`config.mk`:
```
export PLATFORM = sky130hd
export DESIGN_NAME = dual_port_memory_pipelined
export DESIGN_NICKNAME = d
export VERILOG_FILES = /design/src/rtl/dp_mem_pkg.sv /design/src/rtl/dual_port_memory_pipelined_rd_pipe.sv /design/src/rtl/dual_port_memory_pipelined.sv
export SDC_FILE = /design/constraint.sdc
export NUM_CORES = 2
export LEC_CHECK = 0
export CAP_MARGIN = 20
export CORE_MARGIN = 2
export CORE_UTILIZATION = 40
export CTS_BUF_LIST = sky130_fd_sc_hd__clkbuf_4 sky130_fd_sc_hd__clkbuf_8
export CTS_CLUSTER_DIAMETER = 200
export DETAILED_ROUTE_END_ITERATION = 8
export PLACE_DENSITY_LB_ADDON = 0.1
export SLEW_MARGIN = 20
export SYNTH_ARGS = -nofsm -noshare
export SYNTH_HDL_FRONTEND = slang
export SYNTH_SLANG_ARGS = --single-unit
```
`constraint.sdc`:
```
create_clock -name i_clk -period 3.5 [get_ports i_clk]
set_clock_uncertainty 0.05 [all_clocks]
set_input_delay 0.525 -clock i_clk [delete_from_list [all_inputs] [get_ports i_clk]]
set_output_delay 0.525 -clock i_clk [all_outputs]
set_load 0.05 [all_outputs]
```
`src/rtl/dp_mem_pkg.sv`:
```
// Shared types and helpers for the pipelined dual-port memory.
// Byte grant logic resolves same-address commits from both ports.
package dp_mem_pkg;

  typedef enum logic {
    ST_CLEAR = 1'b0,
    ST_RUN   = 1'b1
  } state_t;

  localparam int PRIO_A = 0;
  localparam int PRIO_B = 1;

  localparam int WRITE_LATENCY_MAX = 8;
  localparam int READ_LATENCY_MAX  = 8;

  // Returns {grant_b, grant_a} for one byte lane
  function automatic logic [1:0] byte_grant(
    input logic ea,
    input logic eb,
    input logic same,
    input logic b_wins
  );
    logic clash;
    clash = same & ea & eb;
    return {eb & ~(clash & ~b_wins),
            ea & ~(clash & b_wins)};
  endfunction

endpackage

```
`src/rtl/dual_port_memory_pipelined_rd_pipe.sv`:
```
// Per-port read pipeline: address/valid shift,
// array sample register and held output register.
module dp_mem_rd_pipe
  import dp_mem_pkg::*;
#(
  parameter int READ_LATENCY = 2,
  parameter int ADDR_WIDTH   = 6,
  parameter int WIDTH        = 32
) (
  input  logic                  i_clk,
  input  logic                  i_rst_n,
  input  logic                  i_acc,
  input  logic [ADDR_WIDTH-1:0] i_addr,
  output logic [ADDR_WIDTH-1:0] o_smp_addr,
  input  logic [WIDTH-1:0]      i_smp_data,
  output logic [WIDTH-1:0]      o_dout,
  output logic                  o_rvalid
);

  logic             smp_v;
  logic             smp_q;
  logic [WIDTH-1:0] smp_dat_q;
  logic             rvalid_q;
  logic [WIDTH-1:0] dout_q;

  if (READ_LATENCY < 1 || READ_LATENCY > READ_LATENCY_MAX) begin : g_bad
    $error("dp_mem_rd_pipe: READ_LATENCY out of range");
  end

  if (READ_LATENCY == 1) begin : g_lat1
    assign smp_v      = i_acc;
    assign o_smp_addr = i_addr;
  end else begin : g_latn
    localparam int N = READ_LATENCY - 1;
    logic [N-1:0]                 v_q;
    logic [N-1:0][ADDR_WIDTH-1:0] a_q;

    // Carry accepted read addresses to the array sample edge
    always_ff @(posedge i_clk or negedge i_rst_n) begin
      if (!i_rst_n) begin
        v_q <= '0;
        a_q <= '0;
      end else begin
        v_q[0] <= i_acc;
        a_q[0] <= i_addr;
        for (int i = 1; i < N; i++) begin
          v_q[i] <= v_q[i-1];
          a_q[i] <= a_q[i-1];
        end
      end
    end

    assign smp_v      = v_q[N-1];
    assign o_smp_addr = a_q[N-1];
  end

  // Sample the array, then present the word one edge later
  always_ff @(posedge i_clk or negedge i_rst_n) begin
    if (!i_rst_n) begin
      smp_q     <= 1'b0;
      smp_dat_q <= '0;
      rvalid_q  <= 1'b0;
      dout_q    <= '0;
    end else begin
      smp_q    <= smp_v;
      rvalid_q <= smp_q;
      if (smp_v) smp_dat_q <= i_smp_data;
      if (smp_q) dout_q    <= smp_dat_q;
    end
  end

  assign o_dout   = dout_q;
  assign o_rvalid = rvalid_q;

endmodule

```
`src/rtl/dual_port_memory_pipelined.sv`:
```
// True dual-port RAM with byte enables, write/read pipelines,
// collision priority and an optional post-reset clear sweep.
module dual_port_memory_pipelined
  import dp_mem_pkg::*;
#(
  parameter int WIDTH          = 32,
  parameter int ADDR_WIDTH     = 6,
  parameter int DEPTH          = 2**ADDR_WIDTH,
  parameter int WRITE_LATENCY  = 1,
  parameter int READ_LATENCY_A = 2,
  parameter int READ_LATENCY_B = 2,
  parameter int B_WINS         = 0,
  parameter int CLEAR_ON_RESET = 1
) (
  input  logic                  i_clk,
  input  logic                  i_rst_n,
  input  logic                  i_en_a,
  input  logic                  i_we_a,
  input  logic [WIDTH/8-1:0]    i_be_a,
  input  logic [ADDR_WIDTH-1:0] i_addr_a,
  input  logic [WIDTH-1:0]      i_din_a,
  output logic                  o_ready_a,
  output logic [WIDTH-1:0]      o_dout_a,
  output logic                  o_rvalid_a,
  input  logic                  i_en_b,
  input  logic                  i_we_b,
  input  logic [WIDTH/8-1:0]    i_be_b,
  input  logic [ADDR_WIDTH-1:0] i_addr_b,
  input  logic [WIDTH-1:0]      i_din_b,
  output logic                  o_ready_b,
  output logic [WIDTH-1:0]      o_dout_b,
  output logic                  o_rvalid_b,
  output logic                  o_init_done,
  output logic                  o_collision
);

  localparam int NB = WIDTH / 8;
  localparam int IW = (DEPTH > 1) ? $clog2(DEPTH) : 1;
  localparam logic [ADDR_WIDTH:0] DEPTH_W = (ADDR_WIDTH+1)'(DEPTH);

  typedef struct packed {
    logic                  v;
    logic [ADDR_WIDTH-1:0] addr;
    logic [NB-1:0]         be;
    logic [WIDTH-1:0]      data;
  } wr_t;

  if (WIDTH % 8 != 0 || DEPTH > 2**ADDR_WIDTH ||
      WRITE_LATENCY < 0 ||
      WRITE_LATENCY > WRITE_LATENCY_MAX) begin : g_bad
    $error("dual_port_memory_pipelined: bad parameters");
  end

  state_t          state_q;
  logic [IW-1:0]   cnt_q;
  logic            rdy_q;
  logic            coll_q;
  logic [WIDTH-1:0] mem_q [DEPTH];

  wr_t             in_a, in_b, ca, cb;
  logic            a_ok, b_ok, same, clr;
  logic [NB-1:0]   gnt_a, gnt_b;
  logic [IW-1:0]   ia, ib;

  logic [ADDR_WIDTH-1:0] sa_a, sa_b;
  logic [WIDTH-1:0]      rd_a, rd_b;

  assign clr = (state_q == ST_CLEAR);

  assign in_a = '{v: i_en_a & i_we_a & rdy_q,
                  addr: i_addr_a, be: i_be_a, data: i_din_a};
  assign in_b = '{v: i_en_b & i_we_b & rdy_q,
                  addr: i_addr_b, be: i_be_b, data: i_din_b};

  if (WRITE_LATENCY == 0) begin : g_wl0
    assign ca = in_a;
    assign cb = in_b;
  end else begin : g_wl
    wr_t [WRITE_LATENCY-1:0] pa_q, pb_q;

    // Delay accepted writes to their commit edge
    always_ff @(posedge i_clk or negedge i_rst_n) begin
      if (!i_rst_n) begin
        pa_q <= '0;
        pb_q <= '0;
      end else begin
        pa_q[0] <= in_a;
        pb_q[0] <= in_b;
        for (int i = 1; i < WRITE_LATENCY; i++) begin
          pa_q[i] <= pa_q[i-1];
          pb_q[i] <= pb_q[i-1];
        end
      end
    end

    assign ca = pa_q[WRITE_LATENCY-1];
    assign cb = pb_q[WRITE_LATENCY-1];
  end

  assign a_ok = ca.v & ({1'b0, ca.addr} < DEPTH_W);
  assign b_ok = cb.v & ({1'b0, cb.addr} < DEPTH_W);
  assign same = a_ok & b_ok & (ca.addr == cb.addr);
  assign ia   = ca.addr[IW-1:0];
  assign ib   = cb.addr[IW-1:0];

  // Per-byte ownership of the commit, winner takes shared lanes
  always_comb begin
    gnt_a = '0;
    gnt_b = '0;
    for (int n = 0; n < NB; n++) begin
      {gnt_b[n], gnt_a[n]} = byte_grant(a_ok & ca.be[n],
                                        b_ok & cb.be[n],
                                        same,
                                        B_WINS == PRIO_B);
    end
  end

  // Array: clear sweep, else byte-lane commits from both ports
  always_ff @(posedge i_clk) begin
    if (clr) begin
      mem_q[cnt_q] <= '0;
    end else begin
      for (int n = 0; n < NB; n++) begin
        if (gnt_a[n]) mem_q[ia][n*8 +: 8] <= ca.data[n*8 +: 8];
        if (gnt_b[n]) mem_q[ib][n*8 +: 8] <= cb.data[n*8 +: 8];
      end
    end
  end

  // Collision flag: overlapping lanes on a same-address commit
  always_ff @(posedge i_clk or negedge i_rst_n) begin
    if (!i_rst_n) coll_q <= 1'b0;
    else          coll_q <= same & (|(ca.be & cb.be));
  end

  // Clear sweep then run; ready is registered
  always_ff @(posedge i_clk or negedge i_rst_n) begin
    if (!i_rst_n) begin
      state_q <= (CLEAR_ON_RESET != 0) ? ST_CLEAR : ST_RUN;
      cnt_q   <= '0;
      rdy_q   <= 1'b0;
    end else begin
      unique case (state_q)
        ST_CLEAR: begin
          cnt_q <= cnt_q + 1'b1;
          if (cnt_q == IW'(DEPTH - 1)) begin
            state_q <= ST_RUN;
            rdy_q   <= 1'b1;
          end
        end
        ST_RUN:  rdy_q <= 1'b1;
        default: state_q <= ST_RUN;
      endcase
    end
  end

  assign rd_a = ({1'b0, sa_a} < DEPTH_W) ? mem_q[sa_a[IW-1:0]] : '0;
  assign rd_b = ({1'b0, sa_b} < DEPTH_W) ? mem_q[sa_b[IW-1:0]] : '0;

  dp_mem_rd_pipe #(
    .READ_LATENCY (READ_LATENCY_A),
    .ADDR_WIDTH   (ADDR_WIDTH),
    .WIDTH        (WIDTH)
  ) u_rd_a (
    .i_clk      (i_clk),
    .i_rst_n    (i_rst_n),
    .i_acc      (i_en_a & ~i_we_a & rdy_q),
    .i_addr     (i_addr_a),
    .o_smp_addr (sa_a),
    .i_smp_data (rd_a),
    .o_dout     (o_dout_a),
    .o_rvalid   (o_rvalid_a)
  );

  dp_mem_rd_pipe #(
    .READ_LATENCY (READ_LATENCY_B),
    .ADDR_WIDTH   (ADDR_WIDTH),
    .WIDTH        (WIDTH)
  ) u_rd_b (
    .i_clk      (i_clk),
    .i_rst_n    (i_rst_n),
    .i_acc      (i_en_b & ~i_we_b & rdy_q),
    .i_addr     (i_addr_b),
    .o_smp_addr (sa_b),
    .i_smp_data (rd_b),
    .o_dout     (o_dout_b),
    .o_rvalid   (o_rvalid_b)
  );

  assign o_ready_a   = rdy_q;
  assign o_ready_b   = rdy_q;
  assign o_init_done = rdy_q;
  assign o_collision = coll_q;

endmodule

```
==> summary.md <==
| Metric | Value |
|---|---|
| Outcome | `complete, but fails checks` |
| Failing checks | `negative setup slack` |
| Share of post-route cells with drive strength above 1 | `~47%` |
| Number of placement rows | `211` |
| Vias in the first global route | `around 96000` |
| Leak Pwr | `between 50 and 60 nW` |
| Number of register bits inferred by synthesis | `approximately 2300` |
| Maximum VDD drop | `between 0.0002 and 0.0003 V` |
| Total Nets Final | `a little under 10000` |
| Count of nets left with antenna violations after detail routing | `0` |
| IO Pins | `160` |
| Critical-path cell list | `buf_4, nor2_4, buf_12, a22oi_1, o21ai_0, a21oi_2, o2bb2ai_1, o32a_1` |
| Worst-path cell with the longest stage delay | `o21ai_0` |
| GR Util All Layers | `37.1%` |
| Class of the worst hold path | `input port to async pin` |
| Switching power as a share of total power | `26.1%` |
| Top Family by Delay on Critical Path | `compound AO/OA/AOI/OAI gates` |
| Total global routing overflow | `0` |
| CTS max path bufs | `4` |
| Number of nets produced by synthesis | `9098` |
| Number of enable-type register cells in the synthesized netlist | `a little over 2000` |
| Relative slew margins | `between 10% and 20%` |
| Combinational share of power | `6.9%` |
| Top FF cell, synth | `edfxtp_1` |
| P_sw | `roughly 0.016 W` |
| Launching element of the worst setup path | `u_rd_b.o_smp_addr[0]$_DFF_PN0_` |
| Initial antenna violation count | `53` |
| Post-synth top area cell | `edfxtp_1` |
| Cell-internal power | `between 0.04 and 0.05 W` |
| # port buffers | `around 160` |
| Worst Setup Path Type | `flop to flop` |
| Ys Warns | `0` |
| First-pass DRT Iterations | `6` |
| Post-route DRC violation count | `0` |
| Clock tree from TritonCTS | `done` |
| Die width | `about 580 microns` |
| Final critical delay including setup and external delays | `approximately 3.6 ns` |
| Syn-to-layout area delta | `18.1%` |
| Sequential cell fraction of total power | `around 49%` |
| Clk network pwr share | `between 40 and 50%` |
| Fraction of post-synthesis cell area in the top cell type by area | `between 40% and 50%` |
| Maximum number of pins on one net before global-route repair | `70` |
| Wire length of the first global-routing pass | `between 800 and 900 mm` |
| Most area-consuming cells after synthesis | `edfxtp_1, mux2_2, mux4_2, dfrtp_1, mux2i_1` |
| Insertion delay to the later sink of the worst-skew pair | `1.20 ns` |
| Most common library cell in the layout ignoring fill and taps | `edfxtp_1` |
| Worst-case setup margin in the final layout | `-0.143 ns` |
| Max-cap viol count | `0` |
| Detailed-placement wirelength estimate | `between 400 and 500 mm` |
| Reg-to-Reg End | `u_rd_b.smp_dat_q[22]$_DFFE_PN0P_` |
| Critical path data required time | `between 4 and 5 ns` |
| Initial standard-cell utilization of the core | `40.1%` |
| Buffer and inverter count on the worst path | `2` |
| RSZ-0062 raised after global routing | `true` |
| Vias after detailed routing | `98000` |
| Mean instance size in the synthesized netlist | `between 10 and 15 sq um` |
| WL per Instance | `between 40 and 50 microns` |
| Clk slew on worst S/H paths | `about 0.07 ns` |
| Register-to-register setup slack | `-0.14 ns` |
| Fmax achieved | `roughly 270 MHz` |
| Share of the clock period used by the worst path | `104%` |
| Cell Area, Placed | `about 0.15 sq mm` |
| Arrival time of data at the critical path endpoint | `4.66 ns` |
| Endpoints failing hold | `0` |
| Kind of start point of the critical path | `flop` |
| Transition time of the tightest slew-check pin | `1.21 ns` |
| Fin cells | `14500` |
| Drt via density | `between 6 and 7` |
| DIE HEIGHT | `between 500 and 600 microns` |
| WL final | `around 630 mm` |
| Proportion of register bits with asynchronous set or reset after synthesis | `between 10% and 20%` |
| Power Dens Cells | `slightly below 400 mW/mm^2` |
| Share of the yosys chip area belonging to registers | `50.8%` |
| Timing endpoint of the critical path | `u_rd_b.smp_dat_q[22]$_DFFE_PN0P_` |
| Total standard cell area after synthesis | `about 0.13 sq mm` |
| Htree depth | `5` |
| R2R depth | `8` |
| Most frequent cells in the layout | `edfxtp_1, mux2_2, buf_4, mux4_2, mux2i_1` |
| Setup violators final | `45` |
| Number of design-rule violations left by the first detailed-router iteration | `roughly 15000` |
| Summed area of non-filler cells in the final layout | `around 0.16 sq mm` |
| Total clock sinks | `approximately 2300` |
| Launch point of the worst reg-to-reg path | `u_rd_b.o_smp_addr[0]$_DFF_PN0_` |
| Number of placed cells counting well taps | `13600` |
| Clock Tree Root | `clkbuf_8` |
| Slowest cell delay on critical path | `between 0.7 and 0.8 ns` |
| Total die area | `0.336 sq mm` |
| Sum of negative setup slack | `-2.13 ns` |
| Worst Path Max Fanout | `20` |
| Placeable core region | `0.330 sq mm` |
| Final number of max-transition violations | `0` |
| Synth unique cells | `between 80 and 90` |
| Gate Count Post-Synth | `around 9000` |
| CP endpoint kind | `flop` |
| Final estimated routing congestion in global placement | `between 0.9 and 1` |
| Number of stages on the worst setup path | `8` |
| Number of buffers inserted during clock tree synthesis | `approximately 420` |
through the flow:
step           hold WS (ns)  util, %  setup slack [ns]  power (W)
2_1_floorplan         0.179        -             0.788     0.0319
3_3_place_gp          0.441     44.4            -0.246     0.0342
3_5_place_dp          0.442     44.4           -0.0319     0.0342
4_1_cts               0.155     47.3            0.0101     0.0612
5_1_grt               0.218     47.4           -0.0245     0.0624
6_report              0.207     47.4            -0.143     0.0612
cell families after synthesis:
group / share of synthesized area, %
mux: 33.6
simple gates: 4.37
buf+inv: 3.60
compound gates: 7.56
fa+ha+maj: 0.00945
flops: 50.8
xor+xnor: 0.0728
worst register-to-register path: cells and delay by family, from the launching register on:
| family | cells | cell delay, ns |
|---|---|---|
| flops | 1 | 0.61 |
| buf+inv | 2 | 0.62 |
| simple gates | 1 | 0.48 |
| compound gates | 5 | 1.76 |
power groups by stage:
stage | combinational [W] | sequential, W | clock (W)
final | 0.00425 | 0.0297 | 0.0272
after global routing | 0.00424 | 0.0297 | 0.0285
after global placement | 0.00398 | 0.0302 | 0
after CTS | 0.00410 | 0.0297 | 0.0275
after floorplan | 0.00211 | 0.0298 | 0
after detailed placement | 0.00399 | 0.0302 | 0
state kept, by name (all words and copies together) (netlist names), 32 cells and up:
| register | flops |
|---|---|
| u_rd_b.smp_dat_q | 32 |
| ca | 36 |
| mem_q | 2048 |
| u_rd_b.o_dout | 32 |
| u_rd_a.o_dout | 32 |
| u_rd_a.smp_dat_q | 32 |
| cb | 36 |
synth_stat cells, types with 7 or more instances:
cell,instances
and2_1,38
o211ai_1,14
mux2_1,420
nor2_2,74
nor2_4,171
a22oi_1,353
nand2b_1,42
nand3b_1,9
o22ai_1,341
clkbuf_1,616
xor2_1,7
a211o_1,7
nor2_8,13
nand3_1,104
o21ai_1,7
nor2b_1,9
nor2_1,132
buf_1,99
nand4_1,9
nand2_2,48
a21oi_1,89
mux2_2,1830
edfxtp_1,2048
mux4_2,629
o2111ai_1,11
a221o_1,39
a211oi_1,11
o221ai_1,13
o21ai_0,166
a22o_1,33
and3_1,11
mux2i_1,500
o2bb2ai_1,11
buf_2,215
buf_4,62
nor3_1,8
a31oi_1,25
nand2_1,201
buf_6,20
buf_8,12
o22a_1,11
o32a_1,20
dfrtp_1,229
a221oi_1,210
layer usage:
layer,routed length [microns],GRT usage [%],vias up
met1,244000,48.7,51800
met5,212,0.0993,-
met4,42800,21.4,26
met3,69400,9.62,1492
met2,278000,55.6,6679
li1,-,-,38000
worst min path at each step:
stage | startpoint | cells past startpoint | slack, ns | end
after floorplan | i_rst_n | 0 | 0.18 | a_ok$_DFF_PN0_
after global placement | u_rd_a.o_dout[21]$_DFFE_PN0P_ | 1 | 0.44 | u_rd_a.o_dout[21]$_DFFE_PN0P_
after detailed placement | u_rd_a.smp_dat_q[27]$_DFFE_PN0P_ | 2 | 0.44 | u_rd_a.smp_dat_q[27]$_DFFE_PN0P_
after CTS | i_rst_n | 3 | 0.15 | u_rd_b.o_dout[17]$_DFFE_PN0P_
after global routing | i_rst_n | 3 | 0.22 | u_rd_b.o_dout[17]$_DFFE_PN0P_
final | i_rst_n | 3 | 0.21 | u_rd_b.o_dout[17]$_DFFE_PN0P_
area by class of cell:
type / count / area (sq um)
antenna: 29 / 72.6
clock inverter: 148 / 892
multi-input combinational: 5695 / 60900
clock buffer: 642 / 7730
timing repair buffer: 1325 / 14000
sequential: 2277 / 67300
tap: 4366 / 5460
fill: 29100 / 174000
inverter: 5 / 33.8
repair_timing:
action | 4_1_cts | 5_1_grt
setup buffers | 7 | 6
setup endpoints to repair | 23 | 804
hold endpoints to repair | 317 | 0
gates resized for setup | 6 | 21
gates cloned | 0 | 2
hold buffers | 92 | 0
pin swaps | 0 | 4
Power figures use the tool's default switching activity.
